$ cat src/rtl/debug_blink_scheduler.sv
// debug_blink_scheduler
//   Shares one debug status LED between NUM_SRC requesters. Each requester
//   asks for a numeric blink code; the granted code is shown as N LED pulses
//   followed by a dark gap. Timing is derived from the rising edges of the
//   1 kHz debug square wave. Requesters are served round-robin.
//
// Ports
//   clk_in      system clock (same domain as clock_1khz)
//   resetn_i    asynchronous active-low reset
//   clock_1khz  1 kHz square wave; each rising edge is one tick
//   req_i       per-source level request
//   code_i      per-source blink code, source k = code_i[k*CODE_W +: CODE_W]
//   ack_o       one-cycle grant pulse, cycle after the grant decision
//   led_o       LED drive, 1 = on (registered, high exactly while in ON)
//   busy_o      high while a code is in progress
//   cur_src_o   index of the last granted source
module debug_blink_scheduler #(
  parameter int unsigned NUM_SRC   = 4,
  parameter int unsigned CODE_W    = 4,
  parameter int unsigned ON_TICKS  = 250,
  parameter int unsigned OFF_TICKS = 250,
  parameter int unsigned GAP_TICKS = 1500,
  parameter int unsigned CNT_W     = 12,
  localparam int unsigned SRC_W    = (NUM_SRC > 1) ? $clog2(NUM_SRC) : 1
) (
  input  logic                        clk_in,
  input  logic                        resetn_i,
  input  logic                        clock_1khz,
  input  logic [NUM_SRC-1:0]          req_i,
  input  logic [NUM_SRC*CODE_W-1:0]   code_i,
  output logic [NUM_SRC-1:0]          ack_o,
  output logic                        led_o,
  output logic                        busy_o,
  output logic [SRC_W-1:0]            cur_src_o
);

  typedef enum logic [1:0] {
    ST_IDLE = 2'd0,
    ST_ON   = 2'd1,
    ST_OFF  = 2'd2,
    ST_GAP  = 2'd3
  } state_t;

  state_t              state, state_n;
  logic [CNT_W-1:0]    cnt, cnt_n;
  logic [CODE_W-1:0]   blink_cnt, blink_n;
  logic [SRC_W-1:0]    rr_ptr, rr_n;
  logic [SRC_W-1:0]    cur_n;
  logic [NUM_SRC-1:0]  ack_n;
  logic                entry, entry_n;
  logic                clock_1khz_q;
  logic                tick;
  logic                tick_use;

  logic                grant_vld;
  logic [SRC_W-1:0]    grant_idx;
  logic [SRC_W-1:0]    rr_next;
  logic [CODE_W-1:0]   grant_code;
  logic [31:0]         scan_idx;

  // One tick per rising edge of the 1 kHz wave; a stuck-high input gives one tick.
  assign tick = clock_1khz & ~clock_1khz_q;

  // The first cycle after a state entry ignores ticks, so every phase
  // counts exactly its programmed number of full ticks.
  assign tick_use = tick & ~entry;

  // Round-robin search starting at rr_ptr, first requesting source wins.
  always_comb begin : rr_search
    grant_vld = 1'b0;
    grant_idx = '0;
    scan_idx  = '0;
    for (int unsigned i = 0; i < NUM_SRC; i++) begin
      scan_idx = (32'(rr_ptr) + i) % NUM_SRC;
      if (!grant_vld && req_i[SRC_W'(scan_idx)]) begin
        grant_vld = 1'b1;
        grant_idx = SRC_W'(scan_idx);
      end
    end
  end

  assign rr_next    = (grant_idx == SRC_W'(NUM_SRC - 1)) ? '0 : grant_idx + SRC_W'(1);
  assign grant_code = code_i[32'(grant_idx) * CODE_W +: CODE_W];

  // Next-state and next-register values for the blink sequencer.
  always_comb begin : fsm_next
    state_n = state;
    cnt_n   = cnt;
    blink_n = blink_cnt;
    rr_n    = rr_ptr;
    cur_n   = cur_src_o;
    ack_n   = '0;
    entry_n = 1'b0;

    case (state)
      ST_IDLE: begin
        if (grant_vld) begin
          blink_n = grant_code;
          cur_n   = grant_idx;
          rr_n    = rr_next;
          ack_n   = NUM_SRC'(1) << grant_idx;
          // A zero code is acknowledged but shows nothing.
          if (grant_code != '0) begin
            state_n = ST_ON;
            cnt_n   = '0;
            entry_n = 1'b1;
          end
        end
      end

      ST_ON: begin
        if (tick_use) begin
          if (cnt == CNT_W'(ON_TICKS - 1)) begin
            state_n = ST_OFF;
            cnt_n   = '0;
            entry_n = 1'b1;
            blink_n = blink_cnt - CODE_W'(1);
          end else begin
            cnt_n = cnt + CNT_W'(1);
          end
        end
      end

      ST_OFF: begin
        if (tick_use) begin
          if (cnt == CNT_W'(OFF_TICKS - 1)) begin
            state_n = (blink_cnt == '0) ? ST_GAP : ST_ON;
            cnt_n   = '0;
            entry_n = 1'b1;
          end else begin
            cnt_n = cnt + CNT_W'(1);
          end
        end
      end

      ST_GAP: begin
        if (tick_use) begin
          if (cnt == CNT_W'(GAP_TICKS - 1)) begin
            state_n = ST_IDLE;
            cnt_n   = '0;
            entry_n = 1'b1;
          end else begin
            cnt_n = cnt + CNT_W'(1);
          end
        end
      end

      default: begin
        state_n = ST_IDLE;
        cnt_n   = '0;
      end
    endcase
  end

  // State, counters and registered outputs; LED/busy decode from next state
  // so they change in the same cycle as the state register.
  always_ff @(posedge clk_in or negedge resetn_i) begin : fsm_regs
    if (!resetn_i) begin
      state        <= ST_IDLE;
      cnt          <= '0;
      blink_cnt    <= '0;
      rr_ptr       <= '0;
      entry        <= 1'b0;
      clock_1khz_q <= 1'b0;
      ack_o        <= '0;
      led_o        <= 1'b0;
      busy_o       <= 1'b0;
      cur_src_o    <= '0;
    end else begin
      state        <= state_n;
      cnt          <= cnt_n;
      blink_cnt    <= blink_n;
      rr_ptr       <= rr_n;
      entry        <= entry_n;
      clock_1khz_q <= clock_1khz;
      ack_o        <= ack_n;
      led_o        <= (state_n == ST_ON);
      busy_o       <= (state_n != ST_IDLE);
      cur_src_o    <= cur_n;
    end
  end

endmodule

$ cat config.mk
export PLATFORM = sky130hd
export DESIGN_NAME = debug_blink_scheduler
export DESIGN_NICKNAME = d
export VERILOG_FILES = /design/src/rtl/debug_blink_scheduler.sv
export SDC_FILE = /design/constraint.sdc
export NUM_CORES = 1
export LEC_CHECK = 0
export ABC_CLOCK_PERIOD_IN_PS = 3000
export CORE_MARGIN = 3
export CORE_UTILIZATION = 30
export DETAILED_ROUTE_END_ITERATION = 10
export PLACE_DENSITY_LB_ADDON = 0.25
export SYNTH_ARGS = -nofsm -noshare
export SYNTH_HDL_FRONTEND = slang
export SYNTH_SLANG_ARGS = --single-unit
$ cat constraint.sdc
create_clock -name clk_in -period 3 [get_ports clk_in]
set_input_delay 0.6 -clock clk_in [delete_from_list [all_inputs] [get_ports clk_in]]
set_output_delay 0.6 -clock clk_in [all_outputs]
set_load 0.02 [all_outputs]
==> flow_summary.html <==
<table>
<tr><th>Metric</th><th>Value</th></tr>
<tr><th colspan="2">Global routing</th></tr>
<tr><td>Global route overflow</td><td>0</td></tr>
<tr><td>Largest net degree at the start of global routing</td><td>31</td></tr>
<tr><td>Vias in the first global route</td><td>1804</td></tr>
<tr><td>Total track usage</td><td>13.57%</td></tr>
<tr><td>First-pass GRT wire length</td><td>8411 um</td></tr>
<tr><td>Antenna violations before repair</td><td>0</td></tr>
<tr><th colspan="2">Power and ir drop</th></tr>
<tr><td>Power dissipated by switching net loads</td><td>approximately 0.91 mW</td></tr>
<tr><td>Internal power component</td><td>approximately 1.3 mW</td></tr>
<tr><td>Peak ir drop on the vdd network</td><td>0.2576 mV</td></tr>
<tr><td>Leakage power</td><td>1.202 nW</td></tr>
<tr><td>Pwr/cell area</td><td>roughly 860 nW/um^2</td></tr>
<tr><td>Combinational fraction of design power</td><td>roughly half</td></tr>
<tr><td>Portion of total power attributed to the clock network</td><td>a little under a quarter</td></tr>
<tr><td>Sequential share of power</td><td>26.3%</td></tr>
<tr><td>Fraction of power spent switching nets</td><td>about two fifths</td></tr>
<tr><th colspan="2">Timing</th></tr>
<tr><td>F_max</td><td>~380 MHz</td></tr>
<tr><td>Transition time at the pin with the least slew margin</td><td>954.6 ps</td></tr>
<tr><td>Unrepaired setup endpoints after global routing</td><td>no</td></tr>
<tr><td>WHS</td><td>~490 ps</td></tr>
<tr><td>Tightest slew margin relative to the limit</td><td>between 30% and 40%</td></tr>
<tr><td>Final Cycle Share</td><td>between 80 and 90%</td></tr>
<tr><td>Total count of hold-check failures in the final report</td><td>0</td></tr>
<tr><td>Pins over their slew limit</td><td>0</td></tr>
<tr><td>Largest clock skew in the final design</td><td>5.665 ps</td></tr>
<tr><td>Final setup fails</td><td>0</td></tr>
<tr><td>Min Clock Period, post-route</td><td>roughly 2600 ps</td></tr>
<tr><td>Setup_tns</td><td>0 ps</td></tr>
<tr><th colspan="2">Final layout</th></tr>
<tr><td>Number of inserted diodes</td><td>0</td></tr>
<tr><td>Final-stage net count</td><td>between 300 and 400</td></tr>
<tr><td>Area delta synth-&gt;final</td><td>27.55%</td></tr>
<tr><td>Proportion of layout cells with a drive suffix above 1</td><td>about 10%</td></tr>
<tr><th colspan="2">Synthesis</th></tr>
<tr><td>Post-synthesis cell type count</td><td>42</td></tr>
<tr><td>Total of warnings raised by yosys</td><td>0</td></tr>
<tr><td>Most frequent cell after synthesis</td><td>sky130_fd_sc_hd__dfrtp_1</td></tr>
<tr><td>Post-synthesis cell area</td><td>2039 sq um</td></tr>
<tr><td>Dominant register cell in the synthesized netlist</td><td>sky130_fd_sc_hd__dfrtp_1</td></tr>
<tr><td>Async set-reset flop share out of synthesis</td><td>between 90% and 100%</td></tr>
<tr><td>Synth Area per Inst</td><td>8.605 sq um</td></tr>
<tr><td>Number of instances in the synthesized netlist</td><td>around 240</td></tr>
<tr><td>Sequential-to-total area share from yosys stat</td><td>about 37%</td></tr>
<tr><td>Synth cell count leaders</td><td>sky130_fd_sc_hd__dfrtp_1 (30), sky130_fd_sc_hd__nor2_1 (26), sky130_fd_sc_hd__nand2_1 (23), sky130_fd_sc_hd__a21oi_1 (21), sky130_fd_sc_hd__o21ai_0 (18)</td></tr>
<tr><td>Post-synthesis net count</td><td>273</td></tr>
<tr><td>Number of synthesized register bits</td><td>30</td></tr>
<tr><td>Largest area contributor in the synthesized netlist</td><td>sky130_fd_sc_hd__dfrtp_1</td></tr>
<tr><td>Top cells by area, synth</td><td>sky130_fd_sc_hd__dfrtp_1 (37%), sky130_fd_sc_hd__ha_1 (8.0%), sky130_fd_sc_hd__a21oi_1 (5.2%)</td></tr>
<tr><td>Number of synthesized flops with an enable pin</td><td>0</td></tr>
<tr><td>Top cell type's share of synthesized area</td><td>36.81%</td></tr>
<tr><th colspan="2">Critical path</th></tr>
<tr><td>Slowest-stage cell, CP</td><td>sky130_fd_sc_hd__clkdlybuf4s50_1</td></tr>
<tr><td>Required time worst endpoint</td><td>3170 ps</td></tr>
<tr><td>Maximum fanout encountered on the critical timing path</td><td>12</td></tr>
<tr><td>Cell-by-cell trace of the critical path</td><td>clkdlybuf4s50_1 -&gt; mux2i_1 -&gt; a211oi_2 -&gt; buf_4 -&gt; mux2i_1 -&gt; mux2_2 -&gt; and4_4 -&gt; o21ai_4 -&gt; buf_4 -&gt; a41o_1</td></tr>
<tr><td>Critical path data arrival time</td><td>~2800 ps</td></tr>
<tr><td>Setup Crit Path Kind</td><td>primary input to flip-flop</td></tr>
<tr><td>Capturing element type of the critical path</td><td>flip-flop</td></tr>
<tr><td>Startpoint type of the worst setup path</td><td>primary input</td></tr>
<tr><td>Slowest stage delay, CP</td><td>roughly 520 ps</td></tr>
<tr><th colspan="2">Route</th></tr>
<tr><td>Routed WL</td><td>just under 5000 um</td></tr>
<tr><td>Violation count after the first detailed-route iteration</td><td>71</td></tr>
<tr><td>Via density</td><td>a little over 5</td></tr>
<tr><td>Vias</td><td>~1800</td></tr>
<tr><td>Antenna Violating Nets Remaining</td><td>0</td></tr>
<tr><td>DRC violation count after routing</td><td>0</td></tr>
<tr><td>Wire length per cell</td><td>approximately 14 um</td></tr>
<tr><td>DR pass1 iterations</td><td>4</td></tr>
<tr><th colspan="2">Place</th></tr>
<tr><td>Count of input and output buffers</td><td>30</td></tr>
<tr><td>HPWL reported at the end of detailed placement</td><td>between 3000 and 4000 um</td></tr>
<tr><td>Final weighted congestion in routability-driven placement</td><td>between 0.7 and 0.8</td></tr>
<tr><th colspan="2">Clock tree</th></tr>
<tr><td>Clock Tree Buf Depth</td><td>2</td></tr>
<tr><td>Number of clock sinks</td><td>30</td></tr>
<tr><td>TritonCTS Buffers</td><td>5</td></tr>
<tr><td>Clock slew seen by the registers of the worst setup and hold paths</td><td>roughly 70 ps</td></tr>
<tr><td>Post-CTS setup buffer count</td><td>0</td></tr>
<tr><td>Resized cells post-CTS</td><td>0</td></tr>
<tr><td>Number of hold-repair buffers added at the cts stage</td><td>0</td></tr>
<tr><td>H-tree level count</td><td>2</td></tr>
<tr><td>Root Driver</td><td>sky130_fd_sc_hd__clkbuf_8</td></tr>
<tr><td>Worst-Skew Late Latency</td><td>~280 ps</td></tr>
<tr><td>Clock tree from TritonCTS</td><td>built</td></tr>
<tr><th colspan="2">Worst hold path</th></tr>
<tr><td>Min-delay worst type</td><td>flip-flop to flip-flop</td></tr>
<tr><th colspan="2">Job</th></tr>
<tr><td>Max capacitance violation total</td><td>0</td></tr>
<tr><th colspan="2">Die</th></tr>
<tr><td>Height of the chip</td><td>88.45 um</td></tr>
<tr><td>DIE WIDTH</td><td>approximately 88 um</td></tr>
<tr><td>Total core area</td><td>approximately 6500 sq um</td></tr>
<tr><td>Full die area</td><td>around 7800 sq um</td></tr>
<tr><td>Number of rows created at floorplan</td><td>29</td></tr>
<tr><td>Initial standard-cell utilization of the core</td><td>31.58%</td></tr>
<tr><td>Ports</td><td>31</td></tr>
<tr><th colspan="2">Outcome</th></tr>
<tr><td>Status</td><td>finished, final reports clean</td></tr>
</table>
routing by layer:
layer	track usage (%)	share of wire, %	vias up
li1	-	-	919
met1	17.72	48	862
met2	23.18	49	25
met3	2.514	3.0	2
met4	3.297	0.75	0
met5	0	0	-
stage by stage:
stage	setup slack, ps	power [mW]	instances	area (sq um)	util, %
5_1_grt	206.4	2.444	351	2601	40.28
2_1_floorplan	665.4	1.398	237	2039	-
3_5_place_dp	62.63	1.731	343	2459	38.07
4_1_cts	363.1	2.263	351	2601	40.28
6_report	368.7	2.243	351	2601	40.28
3_3_place_gp	92.32	1.720	343	2459	38.07
flip-flops by register name, indices dropped and copies added, names as in the netlist:
signal and count:
clock_1khz_q 1, busy_o 1, blink_cnt 4, rr_ptr 2
state 2, cur_src_o 2, ack_o 4, cnt 12
led_o 1, entry 1
power groups by stage:
stage,registers [mW],clock network (mW),logic [mW]
3_5_place_dp,0.598,0,1.13
5_1_grt,0.605,0.553,1.29
6_report,0.590,0.520,1.13
2_1_floorplan,0.628,0,0.770
4_1_cts,0.590,0.531,1.14
3_3_place_gp,0.596,0,1.12
critical path: cells and delay by family:
family / cells / cell delay (ps)
simple gates: 1 / 240
buf+inv: 3 / 960
mux: 3 / 490
compound gates: 3 / 500
cells by family after synthesis:
group                      synth area share (%)
DFF                                       36.81
muxes                                     7.669
adders and majority gates                 7.976
AOI/OAI and AO/OA                         20.92
buffers and inverters                     5.951
and+or+nand+nor                           20.67
worst paths after layout:
kind / from / endpoint / slack (ps) / depth (start not counted)
max: req_i[1] / cnt[2] / 370 / 10
min: cur_src_o[1] / cur_src_o[1] / 490 / 2
max reg2reg: cnt[0] / cnt[6] / 530 / 9
min reg2reg: cur_src_o[1] / cur_src_o[1] / 490 / 2
max in group asynchronous: resetn_i / cnt[0] / 2000 / 2
min in group asynchronous: resetn_i / state[0] / 720 / 2
placed cells by master (no fill, tap or decap), drive strengths merged, types with 6 or more instances in the layout:
cell           instances
clkbuf                 6
nand2                 23
clkdlybuf4s50         30
nor2                  26
o21ai                 20
mux2i                 10
and3                   7
dfrtp                 30
inv                   17
ha                    13
a21oi                 21
buf                    9
cell type report:
| cell class | count | area, sq um |
|---|---|---|
| well taps | 77 | 96.34 |
| clock inverters | 2 | 60.06 |
| inverters | 17 | 63.81 |
| flip-flops and latches | 30 | 750.7 |
| multi-input cells | 180 | 1167 |
| repair buffers | 39 | 380.4 |
| clock buffers | 6 | 82.58 |
| fillers | 651 | 3857 |
(Power assumes the default switching activity.)
